`src/rtl/hit_pulse_generator.sv`:
```
// Turns per-pixel collision levels into one-clock hit pulses: one evaluation per frame,
// frame-to-frame edge detection, per-object lockout, operands serialized before numbers.
module hit_pulse_generator #(
   parameter int NUMBERS        = 9,
   parameter int LOCKOUT_FRAMES = 30
) (
   input  logic               clk,
   input  logic               resetN,
   input  logic               startOfFrame,
   input  logic               enable,
   input  logic [NUMBERS-1:0] collisionNumbers,
   input  logic [1:0]         collisionOperands,
   output logic [NUMBERS-1:0] SingleHitPulse,
   output logic [1:0]         operandHit,
   output logic [7:0]         hitCount,
   output logic               busy
);

   localparam int OBJS = NUMBERS + 2;
   localparam logic [1:0] IDLE      = 2'd0;
   localparam logic [1:0] EVAL      = 2'd1;
   localparam logic [1:0] DRAIN_OP  = 2'd2;
   localparam logic [1:0] DRAIN_NUM = 2'd3;
   localparam logic [7:0] LOCK_LOAD = 8'(LOCKOUT_FRAMES);

   logic [1:0]            state;
   logic [OBJS-1:0]       coll;
   logic [OBJS-1:0]       frameFlag;
   logic [OBJS-1:0]       prevFlag;
   logic [OBJS-1:0]       pending;
   logic [OBJS-1:0]       newHit;
   logic [OBJS-1:0][7:0]  lock;
   logic                  sofPending;
   logic [NUMBERS-1:0]    numPend, numSel, numLeft;
   logic [1:0]            opPend, opSel, opLeft;

   function automatic logic [7:0] sat_inc(input logic [7:0] v);
      return (v == 8'hFF) ? v : v + 8'd1;
   endfunction

   function automatic logic [7:0] lock_dec(input logic [7:0] v);
      return (v == 8'd0) ? v : v - 8'd1;
   endfunction

   // Object vector layout: numbers in the low bits, plus then minus on top.
   assign coll    = {collisionOperands, collisionNumbers};
   assign numPend = pending[NUMBERS-1:0];
   assign opPend  = pending[NUMBERS +: 2];
   assign numSel  = numPend & (~numPend + NUMBERS'(1));
   assign numLeft = numPend & ~numSel;
   assign opSel   = opPend[0] ? 2'b01 : {opPend[1], 1'b0};
   assign opLeft  = opPend & ~opSel;

   // frameFlag already holds the inputs sampled on the SOF edge, so it is the snapshot.
   always_comb begin
      newHit = '0;
      for (int k = 0; k < OBJS; k++)
         newHit[k] = frameFlag[k] & ~prevFlag[k] & (lock[k] == 8'd0) & enable;
   end

   always_ff @(posedge clk or negedge resetN) begin
      if (!resetN) begin
         state          <= IDLE;
         frameFlag      <= '0;
         prevFlag       <= '0;
         pending        <= '0;
         lock           <= '0;
         sofPending     <= 1'b0;
         SingleHitPulse <= '0;
         operandHit     <= '0;
         hitCount       <= '0;
         busy           <= 1'b0;
      end else begin
         SingleHitPulse <= '0;
         operandHit     <= '0;
         busy           <= (state != IDLE);
         if (state != EVAL)
            frameFlag <= frameFlag | coll;
         if (startOfFrame && (state != IDLE))
            sofPending <= 1'b1;

         case (state)
            IDLE: begin
               if (startOfFrame || sofPending) begin
                  state      <= EVAL;
                  sofPending <= 1'b0;
               end
            end
            EVAL: begin
               prevFlag  <= frameFlag;
               frameFlag <= coll;
               pending   <= newHit;
               for (int k = 0; k < OBJS; k++)
                  lock[k] <= newHit[k] ? LOCK_LOAD : lock_dec(lock[k]);
               if (|newHit[NUMBERS +: 2])
                  state <= DRAIN_OP;
               else if (|newHit[NUMBERS-1:0])
                  state <= DRAIN_NUM;
               else
                  state <= IDLE;
            end
            DRAIN_OP: begin
               if (!enable) begin
                  pending <= '0;
                  state   <= IDLE;
               end else begin
                  operandHit            <= opSel;
                  pending[NUMBERS +: 2] <= opLeft;
                  if (|opPend)
                     hitCount <= sat_inc(hitCount);
                  if (opLeft == 2'b00)
                     state <= (|numPend) ? DRAIN_NUM : IDLE;
               end
            end
            default: begin
               if (!enable) begin
                  pending <= '0;
                  state   <= IDLE;
               end else begin
                  SingleHitPulse        <= numSel;
                  pending[NUMBERS-1:0]  <= numLeft;
                  if (|numPend)
                     hitCount <= sat_inc(hitCount);
                  if (numLeft == '0)
                     state <= IDLE;
               end
            end
         endcase
      end
   end

endmodule

```
`config.mk`:
```
export PLATFORM = sky130hd
export DESIGN_NAME = hit_pulse_generator
export DESIGN_NICKNAME = d
export VERILOG_FILES = /design/src/rtl/hit_pulse_generator.sv
export SDC_FILE = /design/constraint.sdc
export NUM_CORES = 1
export LEC_CHECK = 0
export CAP_MARGIN = 10
export CORE_MARGIN = 5
export CORE_UTILIZATION = 60
export CTS_CLUSTER_DIAMETER = 30
export DETAILED_ROUTE_END_ITERATION = 6
export PLACE_DENSITY = 0.86
export SLEW_MARGIN = 40
export SYNTH_ARGS = -nofsm -noshare
export SYNTH_HDL_FRONTEND = slang
export SYNTH_SLANG_ARGS = --single-unit
```
`constraint.sdc`:
```
create_clock -name clk -period 2.35 [get_ports clk]
set_input_delay 0.3525 -clock clk [delete_from_list [all_inputs] [get_ports clk]]
set_output_delay 0.3525 -clock clk [all_outputs]
set_load 0.005 [all_outputs]
```
======== Word-level counts from Yosys, hierarchy flattened ========
Cells that the tools add are included.
word-level totals
  input bits .............................. 15
  word-level logic and storage cells ...... 200
  bits in registers ....................... 144
  output and inout bits ................... 20
cells by class
  equality and inequality tests ........... 21
  bitwise operators ....................... 53
  reductions and logical operators ........ 40
  $add $sub $neg .......................... 13
  muxes and demuxes ....................... 52
operators with widths
  operator             number
  $mux 8               27
  $logic_not 8->1      11
  $sub 8x1->8 const B  11
  $mux 9               4
  $and 1x1->1          33
  $pmux 11 s3          1
  $ne 2x2->1 const B   14
  $mux 2               13
  $reduce_and 2->1     13
  $mux 11              2
  $and 9x9->9          2
  $not 9->9            2
  $reduce_or 9->1      2
  $pmux 8 s2           1
  $not 1->1            13
  $or 11x11->11        1
  $add 9x1->9 const B  1
  $logic_not 9->1      1
  $add 8x1->8 const B  1
  $eq 8x8->1 const B   1
  $pmux 2 s3           1
  $reduce_bool 2->1    3
  $reduce_or 2->1      3
  $ne 5x1->1 const B   1
  other kinds (14)     17

======== Depth between registers and ports, before layout ========
  word-level depth ........................ 9
  mapped depth ............................ 10
  gate-level depth less buffers ........... 8

======== Least setup slack after synthesis ========
No wires, ideal clock.
  kind .................................... reg2reg
  start point ............................. register state[1]
  end point ............................... register lock[63] in the netlist's numbering
  setup time .............................. 0.066 ns
  clock period less this slack ............ 2.080 ns
  required time ........................... 2.284 ns
  setup slack ............................. 0.270 ns
  cell stages (with the launch flop) ...... 10
  buffers on the path ..................... 2
  arrival ................................. 2.014 ns
  cells stage by stage .................... dfrtp_1 > inv_1 > ha_1 > buf_2 > inv_1 > clkbuf_1 > a41oi_1 > nand4b_1 > or4_1 > nand2_1
on the way
  word-level cells in the longest chain between the ends .. 2
ends and longest elaborated chain
  item                           RTL line  RTL
  start, declared                26        logic [1:0] state;
  start signal, assigned         112       state <= (|numPend) ? DRAIN_NUM : IDLE;
  $eq 2x1->1                     82        case (state)
  $reduce_and 2->1 (no line)     -
  end signal, assigned by index  94        lock[k] <= newHit[k] ? LOCK_LOAD : lock_dec(lock[k]);
  end, declared                  32        logic [OBJS-1:0][7:0] lock;
No other way between the ends.
A chain may end at the register's enable or synchronous reset.

======== Worst setup path after layout ========
  start point ............................. register lock[26] in the netlist's numbering
  end point ............................... register state[1]
on the way
  word-level cells in the longest chain between the ends .. 7
ends and longest elaborated chain
  item                       RTL line  RTL
  $logic_not 8->1            58        newHit[k] = frameFlag[k] & ~prevFlag[k] & (lock[k] == 8'd0) & enable;
  $and 1x1->1 (2 in series)  58
  $reduce_or 9->1            97        else if (|newHit[NUMBERS-1:0])
  $mux 2                     97
  $mux 2                     95        if (|newHit[NUMBERS +: 2])
  $pmux 2 s3                 82
No other way between the ends.

==> impl_metrics.py <==
metrics = {
    "power": {
        "ir_drop_uv": 885,
        "power_w": 0.0107,
        "power_leakage_nw": 3.72,
        "powerDensity_nw_per_um2": 1260,
    },
    "cells_and_area": {
        "fin_util_pct": 73.8,
        "final_common_cell": "dfrtp_1",
        "drive_gt1_share_pct": 12.5,
        "antenna_cells": 0,
        "final_cells": 941,
        "final_nets": 829,
        "area_delta_synth_final_pct": 19.0,
        "layout_common_cells": "dfrtp_1 (144), nand2_1 (75), nor2_1 (60)",
    },
    "die": {
        "die_w_um": 119,
        "ios": 35,
        "core_area_um2": 11500,
        "die_h_um": 119,
        "initial_utilization_pct": 62.0,
        "die_area_um2": 14200,
        "placementRows": 39,
    },
    "clock_tree": {
        "clk_latency_ns": 0.42,
        "clock-sinks": 144,
        "post_cts_buffers": 0,
        "cts_buffers": 17,
        "clk_pin_slew_ns": 0.06,
        "clk_path_buf_depth": 2,
        "cts_tree": "built",
        "ctsHtreeMaxLevel": 4,
        "root_buffer": "clkbuf_16",
    },
    "logic_synthesis": {
        "syn_nets": 755,
        "synth_simple_gate_area_share_pct": 22.3,
        "ys_ff_latch": 144,
        "synth-edff-count": 0,
        "yosysTopAreaCellShare_pct": 50.5,
        "synth_compound_area_share_pct": 11.5,
        "synth_xor_area_share_pct": 5.52,
        "syn_avg_cell_area_um2": 10.0,
        "yosys.area_share.adder_pct": 5.01,
        "async_flop_share_pct": 100,
        "ys_types": 59,
        "synth_top_family_by_area": "simple AND/OR/NAND/NOR gates",
        "yosysSeqAreaShare_pct": 50.5,
        "synthFlopType": "dfrtp_1",
        "ys.warnings.count": 0,
        "synth_mux_area_share_pct": 2.52,
        "postSynthCellCount": 713,
        "yosys.area.top_type": "dfrtp_1",
        "synthTopCellsByArea": "dfrtp_1 (50%), ha_1 (4.7%), nand2_1 (3.9%), xnor2_1 (3.3%), nor2_1 (3.2%)",
        "netlist_area_um2": 7140,
    },
    "critical_path": {
        "cp_max_fo": 6,
        "crit_required_ns": 2.67,
        "crit_path_end_kind": "register",
        "critPathLaunchType": "register",
        "crit_type": "register to register",
        "cp.arrival_ns": 2.55,
    },
    "placed_design": {
        "dp_cells": 910,
        "dp_hpwl_mm": 11.0,
        "port_buffers": 34,
        "gp_congestion": 0.902,
    },
    "global_route": {
        "track_usage_pct": 23.9,
        "grt_pass1_vias": 5778,
        "grt_use_met1_pct": 29.7,
        "grtUsageMet3_pct": 5.92,
        "grt-ovfl-total": 0,
        "grt_pass1_wl_mm": 27.6,
        "use_met2_pct": 40.0,
        "antenna_found_initial": 0,
        "busiest_layer": "met2",
        "grt_max_degree": 62,
    },
    "sta": {
        "holdWs_ns": 0.400,
        "fin_skew_ns": 0.00597,
        "worstMarginPinSlew_ns": 0.713,
        "period_needed_ns": 2.23,
        "finalSetupTns_ns": 0,
        "setup_violations": 0,
        "finalCritPeriodShare_pct": 95.0,
        "hold_viol": 0,
        "timing.fmax_mhz": 448,
        "rsz0062_at_grt": "no",
        "relSlewSlack_pct": 51.8,
        "drv_slew": 0,
    },
    "worst_hold_path": {
        "hold_class": "input port to asynchronous set/reset pin",
    },
    "route": {
        "totalWireLength_mm": 16.0,
        "dr.first_iter.drc_count": 390,
        "wl_per_cell_um": 17.0,
        "firstDrtPassIters": 6,
        "viasPerCell": 6.07,
        "ant_nets": 0,
        "routed-via-count": 5715,
        "drc_errors": 0,
    },
    "job": {
        "cap_violations": 0,
    },
    "run_status": {
        "outcome": "complete, no violations",
    },
}
==> power breakdown <==
| group | internal (W) | switching (W) | total, W |
|---|---|---|---|
| Sequential | 0.00341 | 0.000894 | 0.00430 |
| Combinational | 0.00172 | 0.00216 | 0.00388 |
| Clock | 0.00155 | 0.000942 | 0.00249 |
| Total | 0.00668 | 0.00399 | 0.0107 |
==> path summary, 6_finish.rpt <==
path                                   startpoint                       to  slack (ns)  cells past startpoint
setup reg to reg             lock[26]$_DFFE_PN0P_     state[1]$_DFFE_PN0P_        0.12                      6
setup / recovery             lock[26]$_DFFE_PN0P_     state[1]$_DFFE_PN0P_        0.12                      6
max in group asynchronous                  resetN     lock[85]$_DFFE_PN0P_        1.21                      3
hold / removal                             resetN  hitCount[3]$_DFFE_PN0P_        0.40                      2
hold reg to reg            pending[9]$_DFFE_PN0P_  operandHit[1]$_DFF_PN0_        0.49                      1
min in group clk              collisionNumbers[8]   frameFlag[8]$_DFF_PN0_        0.49                      2
==> per-stage QoR <==
stage	setup slack, ns	cell area [um^2]
6_report	0.117	8490
5_1_grt	0.00216	8490
4_1_cts	0.0698	8470
3_5_place_dp	-0.216	7900
3_3_place_gp	-0.144	7900
2_1_floorplan	0.270	7140
==> critical path, cell delays in order, from the launching register on <==
cell and delay, ns:
dfrtp_1 0.43, or4_1 0.63, nor4_2 0.41, nor4_2 0.12
nand4b_1 0.16, a2111oi_2 0.08, o41ai_2 0.29
==> sequential cells by signal (all words and copies together) (netlist names) <==
| register | count |
|---|---|
| pending | 11 |
| state | 2 |
| lock | 88 |
| frameFlag | 11 |
| SingleHitPulse | 9 |
| hitCount | 8 |
| sofPending | 1 |
| busy | 1 |
| prevFlag | 11 |
| operandHit | 2 |
==> cell usage after synthesis (all sizes together), types with 8 or more instances <==
cell / count
dfrtp: 144
nand2: 75
nor2: 60
o21ai: 42
nand3: 36
inv: 32
nor3: 30
ha: 27
xnor2: 27
a21oi: 22
nor4: 21
xor2: 18
a21o: 16
mux2: 16
and3: 15
a31oi: 12
nand3b: 12
or3: 11
clkbuf: 10
o31ai: 8
or4: 8
==> area by class of cell <==
cell class                 instances  area (um^2)
clock inverter                     6         57.6
timing repair buffer              71          659
fill                             790         3020
multi-input combinational        521         3380
sequential                       144         3600
tap                              143          179
clock buffer                      24          492
inverter                          32          120
==> kinds of logic after synthesis <==
group | count (synthesis)
simple gates | 305
flops | 144
compound gates | 126
buf+inv | 48
xor+xnor | 45
fa+ha+maj | 29
mux | 16
==> routing by layer <==
layer / up-vias / wire (um)
li1: 2699 / -
met1: 2809 / 6720
met2: 171 / 8020
met3: 36 / 830
met4: 0 / 406
met5: - / 0
==> what timing repair did <==
action	4_1_cts	5_1_grt
setup endpoints to repair	1	5
hold buffers	1	0
resized for setup	2	4
endpoints found under the hold margin	38	0
(Power assumes the default switching activity.)
